File: src/rtl/alu.sv
// Execute-stage ALU: one-hot op decode, registered 16-bit result/flags, instruction pass-through.
// Latency 1 cycle, no stall; optional multiplier built only when ALU_MUL_EN is defined.
module alu (
  input  logic        clk,
  input  logic        rst_n,
  input  logic [11:0] alusignals,
  input  logic [15:0] instrin,
  input  logic [15:0] op1,
  input  logic [15:0] op2,
  input  logic [4:0]  immx,
  input  logic        isimmediate,
  output logic [15:0] aluresult,
  output logic [15:0] instrout,
  output logic        flag_eq,
  output logic        flag_gt
);

  logic [15:0] opb;
  logic [15:0] result_nxt;
  logic [15:0] product;
  logic        is_cmp;
  logic        shift_oor;

  assign opb       = isimmediate ? {{11{immx[4]}}, immx} : op2;
  assign shift_oor = |opb[15:4];

`ifdef ALU_MUL_EN
  assign product = op1 * opb;
`else
  assign product = 16'h0000;
`endif

  // Priority chain: the lowest-numbered set bit selects the op.
  always_comb begin
    result_nxt = 16'h0000;
    is_cmp     = 1'b0;
    if (alusignals[0] || alusignals[1] || alusignals[2]) begin
      result_nxt = op1 + opb;
    end else if (alusignals[3]) begin
      result_nxt = op1 - opb;
    end else if (alusignals[4]) begin
      result_nxt = product;
    end else if (alusignals[5]) begin
      is_cmp = 1'b1;
    end else if (alusignals[6]) begin
      result_nxt = opb;
    end else if (alusignals[7]) begin
      result_nxt = op1 | opb;
    end else if (alusignals[8]) begin
      result_nxt = op1 & opb;
    end else if (alusignals[9]) begin
      result_nxt = ~op1;
    end else if (alusignals[10]) begin
      result_nxt = shift_oor ? 16'h0000 : (op1 << opb[3:0]);
    end else if (alusignals[11]) begin
      result_nxt = shift_oor ? 16'h0000 : (op1 >> opb[3:0]);
    end
  end

  always_ff @(posedge clk or negedge rst_n) begin
    if (!rst_n) begin
      aluresult <= 16'h0000;
      instrout  <= 16'h0000;
      flag_eq   <= 1'b0;
      flag_gt   <= 1'b0;
    end else begin
      aluresult <= result_nxt;
      instrout  <= instrin;
      if (is_cmp) begin
        flag_eq <= (op1 == opb);
        flag_gt <= ($signed(op1) > $signed(opb));
      end
    end
  end

endmodule

File: config.mk
export PLATFORM = sky130hd
export DESIGN_NAME = alu
export DESIGN_NICKNAME = d
export VERILOG_FILES = /design/src/rtl/alu.sv
export SDC_FILE = /design/constraint.sdc
export NUM_CORES = 1
export LEC_CHECK = 0
export BUFFER_PORTS_ARGS = -buffer_cell sky130_fd_sc_hd__buf_2
export CAP_MARGIN = 20
export CELL_PAD_IN_SITES_DETAIL_PLACEMENT = 1
export CELL_PAD_IN_SITES_GLOBAL_PLACEMENT = 2
export CORE_ASPECT_RATIO = 0.6
export CORE_MARGIN = 2
export CORE_UTILIZATION = 29
export DETAILED_ROUTE_END_ITERATION = 12
export GPL_TIMING_DRIVEN = 0
export PLACE_DENSITY_LB_ADDON = 0.12
export SLEW_MARGIN = 20
export SYNTH_ARGS = -nofsm -noshare
export SYNTH_HDL_FRONTEND = slang
export SYNTH_SLANG_ARGS = --single-unit
export TNS_END_PERCENT = 100
File: constraint.sdc
create_clock -name clk -period 0.8 [get_ports clk]
set_clock_uncertainty 0.05 [all_clocks]
set_input_delay 0 -clock clk [delete_from_list [all_inputs] [get_ports clk]]
set_output_delay 0 -clock clk [all_outputs]
set_load 0.01 [all_outputs]
After elaboration in Yosys (flattened, before gate mapping)
Index checks and enable logic that the tools add are counted.
- bits in registers: 34
- output and inout bits: 34
- bits of input ports: 68
- word-level logic and storage cells: 33
- equality and inequality tests: 1
- reductions and logical operators: 3
- muxes and demuxes: 17
- $add $sub $neg: 2
- magnitude comparators: 1
- bitwise operators: 3
- shifts and indexed selects: 2
- operators by type and width (cell ; count):
    two-way mux 16 bit ; 13
    adder 16 bit ; 1
    AND 16 bit ; 1
    == test 16 bit ; 1
    > comparator 16 bit ; 1
    NOT 16 bit ; 1
    OR 16 bit ; 1
    left shift 16 x 4 -> 16 bit ; 1
    >> shifter 16 x 4 -> 16 bit ; 1
    subtractor 16 bit ; 1
    OR reduction 12 bit ; 1
    two-way mux 1 bit ; 4
    logical OR 1 bit ; 2

Longest topological paths before layout
- depth in word-level cells: 13
- gate-level depth with buffers: 17
- gate-level depth less buffers: 13

Worst setup path after synthesis
OpenSTA, ideal clock, no wires.
- path kind: input to register
- start: input port isimmediate
- end: register aluresult[14]
- data arrival time: 3203 ps
- cell stages on the path: 17
- buffers on the path: 4
- setup time: 130 ps
- slack: -2582 ps
- cells stage by stage: buf_6 > mux2i_4 > inv_2 > buf_2 > buf_2 > buf_2 > ha_1 > inv_1 > fa_1 > nor2b_1 > o31a_1 > nor2_1 > o41ai_1 > a311o_1 > nor4_1 > a211oi_1 > o21ai_0
- cells in the longest elaborated chain, start to end: 13
- ends and longest elaborated chain (what ; line ; text):
    start: declaration ; 11 ; input logic isimmediate,
    two-way mux 16 bit (*) ; 24 ; assign opb = isimmediate ? {{11{immx[4]}}, immx} : op2;
    >> shifter 16 x 4 -> 16 bit / OR reduction 12 bit (equally long branches) ; 56, 25 ;
    two-way mux 16 bit ; 56 ; result_nxt = shift_oor ? 16'h0000 : (op1 >> opb[3:0]);
    two-way mux 16 bit ; 55 ; end else if (alusignals[11]) begin
    two-way mux 16 bit ; 53 ; end else if (alusignals[10]) begin
    two-way mux 16 bit ; 51 ; end else if (alusignals[9]) begin
    two-way mux 16 bit ; 49 ; end else if (alusignals[8]) begin
    two-way mux 16 bit ; 47 ; end else if (alusignals[7]) begin
    two-way mux 16 bit ; 45 ; end else if (alusignals[6]) begin
    two-way mux 16 bit ; 43 ; end else if (alusignals[5]) begin
    two-way mux 16 bit ; 41 ; end else if (alusignals[4]) begin
    two-way mux 16 bit ; 39 ; end else if (alusignals[3]) begin
    two-way mux 16 bit (*) ; 37 ; if (alusignals[0] || alusignals[1] || alusignals[2]) begin
    named net result_nxt[14] ; 19 ; logic [15:0] result_nxt;
    end signal: assignment ; 67 ; aluresult <= result_nxt;
    end: declaration ; 12 ; output logic [15:0] aluresult,
The timed path passes the listed nets; every way through them passes the cells marked *.
A chain may end at the register's enable or synchronous reset.

Final worst setup path
- start: input port isimmediate
- end: register aluresult[10]
Same word-level chain as after synthesis.

==> impl_metrics.toml <==
[cts]
htreeDepth = 2
cts_tree = "built"
clkSinkCount = 34
cts_hold_buf = 16
clock_path_buffers = 2
path_clk_slew_ns = 0.06
cts_buffers = 5
worstSkewPairLatency_ns = 0.29
root_buffer = "clkbuf_16"

[worst_setup_path]
rr_worst_depth = 3
worst_path_largest_cell_delay_ns = 0.38
cpMostUsedCell = "buf_12"
crit_path_max_fanout = 7
r2r_slack_ns = 0.02
cp.required_ns = 0.92
path_cells = "buf_12 -> mux2i_4 -> inv_2 -> buf_12 -> buf_12 -> buf_12 -> ha_4 -> inv_2 -> fa_2 -> nand2b_4 -> a21oi_2 -> a211oi_2 -> o31a_1 -> o21ai_1 -> a21oi_1 -> a221o_1 -> a221o_1"
crit_arrival_ns = 2.91
crit_path_end_kind = "flop"
critPathKind = "in2reg"
cp_slowest_cell = "mux2i_4"
critPathTopFamily = "compound AO/OA/AOI/OAI gates"
worstSetupPathDepth = 17
cp_num_buf_inv = 6
cp-start-kind = "input port"

[global_route]
grt_remaining_overflow = 0
grt_util_all_layers = 0.308
grt_pass1_wl_mm = 42.0
grt_pass1_vias = 6467
antenna_found_initial = 1
grt_max_degree = 35

[power]
p_per_area_nw_per_um2 = 1340
leakage_nw = 3.30
ir_worst_vdd_mv = 0.666

[drt]
drc_errors = 0
routed_wl_mm = 29.2
wl_met3_mm = 3.17
wl_met2_mm = 11.8
top_layer_used = "met5"
antenna_left = 0
via_per_inst = 5.96
drtIter0Drc = 562
wl_met1_mm = 13.9
num_vias = 6445
drt-wirelength-per-cell_um = 27.0
dr.pass1.iters = 5

[synth]
yosys_warnings = 0
synth_flop_cell = "dfrtp_1"
synth-seq-cells = 34
syn_avg_cell_area_um2 = 7.55
yosysUniqueCellTypes = 64
synth_edf_count = 0
synth_area_leaders = "dfrtp_1 (17%), ha_1 (12%), mux2i_1 (7.5%)"
ys_seq_area_frac = 0.168
async_flop_share = 1.00
synth_area_um2 = 5070
synth_top_area_frac = 0.168
syn_inst = 672
syn_nets = 792
synth_area_leader_cell = "dfrtp_1"

[run]
drv_cap = 0

[timing]
finalSetupViolCount = 52
hold_violations = 34
rsz0062_at_grt = "yes"
max_freq_ghz = 0.359
hold_slack_ns = -0.250
min_period_over_period = 3.48
tightest_slew_ns = 1.07
setup_ws_ns = -1.99
period_minus_slack_ns = 2.79
maxSlewHeadroom = 0.287
finalSetupTns_ns = -31.39
finalMaxSlewViolations = 0

[die]
ios = 102
row_count = 37
die_x_um = 175
die_h_um = 106
core_area_um2 = 17100
dieArea_um2 = 18600
start_util = 0.296

[layout]
nets = 967
final_util = 0.452
postLayoutCellArea_um2 = 7750
area_growth_pct = 52.7
drive_gt1_frac = 0.373
antenna_cells = 0
nFillCells = 2040

[min_path]
hold_path.class = "in2async"

[place]
pre_cts_slack_ns = -3.14
io_buffers = 98
placed_area_um2 = 5930
place_hpwl_mm = 21.5
place_congestion = 0.976

[run_status]
violations = "negative hold slack, negative setup slack"
status = "finished with violations"
[cells by family after synthesis]
group                      Yosys count  synth area share
muxes                               50             0.120
and+or+nand+nor                    197             0.179
buffers and inverters               97            0.0765
AOI/OAI and AO/OA                  239             0.320
xor gates and xnor gates             3           0.00518
adders and majority gates           52             0.131
DFF                                 34             0.168
[stage by stage]
| stage | instances | total power, mW |
|---|---|---|
| after floorplan | 672 | 4.73 |
| after global placement | 1004 | 6.35 |
| after detailed placement | 1004 | 6.42 |
| after CTS | 1064 | 9.68 |
| after global routing | 1082 | 10.8 |
| final | 1082 | 10.4 |
[cell type report]
type	instances	area, um2	share of cell area
flip-flops and latches	34	851	0.110
multi-input cells	541	4650	0.600
clock buffers	7	143	0.0184
plain buffers	39	397	0.0512
inverters	53	204	0.0263
repair buffers	173	1200	0.156
well taps	234	293	0.0378
clock inverters	1	5.00	0.000646
[cell usage in the layout, fill, tap and decap left out, types with 12 or more instances in the layout]
cell,Yosys,final
nor2_1,55,51
a21oi_1,54,40
o21ai_0,45,31
buf_4,1,45
ha_1,50,34
buf_6,1,16
mux2i_4,2,12
ha_4,0,14
o21ai_1,1,12
inv_1,51,44
nand2_1,65,63
buf_2,10,94
nand3_1,13,13
dlygate4sd3_1,0,16
clkbuf_1,28,14
mux2i_1,38,27
a211oi_1,16,12
dfrtp_1,34,34
[layer usage]
metal | vias up | track usage
li1 | 2851 | -
met1 | 3250 | 0.450
met2 | 315 | 0.433
met3 | 27 | 0.115
met4 | 2 | 0.0423
met5 | - | 0
[Yosys cell counts (7+ instances only)]
library cell	count
nor2_1	55
nand2_1	65
a31oi_1	11
or3_1	13
ha_1	50
nor3_1	13
nand3_1	13
o22ai_1	10
o21ai_0	45
nand2b_1	10
o211ai_1	9
inv_1	51
o31a_1	8
o221ai_1	13
a21o_1	11
a21oi_1	54
o31ai_1	7
clkbuf_1	28
buf_2	10
a221o_1	9
mux2i_1	38
dfrtp_1	34
a221oi_1	7
a211oi_1	16
[where the power goes]
| group | internal, mW | total (mW) | switching [mW] | leakage [nW] |
|---|---|---|---|---|
| clock | 1.24 | 2.07 | 0.832 | 0.0739 |
| sequential | 1.94 | 2.01 | 0.0658 | 0.399 |
| combinational | 2.67 | 6.30 | 3.63 | 2.83 |
[repair_timing]
item / 4_1_cts / 5_1_grt
endpoints found under the hold margin: 50 / 34
setup buffers: 42 / 20
cloned: 0 / 0
pin swaps: 51 / 29
gates resized for setup: 170 / 64
endpoints found under the setup margin: 52 / 52
[final timing paths]
check	from	to
setup / recovery	isimmediate	aluresult[10]
hold / removal	rst_n	flag_eq
setup reg to reg	flag_gt	flag_gt
hold reg to reg	flag_gt	flag_gt
max in group asynchronous	rst_n	instrout[0]
min in group clk	alusignals[5]	flag_eq
[state kept, by name, summed over array words and instances, names as in the netlist]
name and cells:
flag_gt 1, instrout 16, flag_eq 1, aluresult 16
Note: power is estimated with default switching activity, not from simulation.
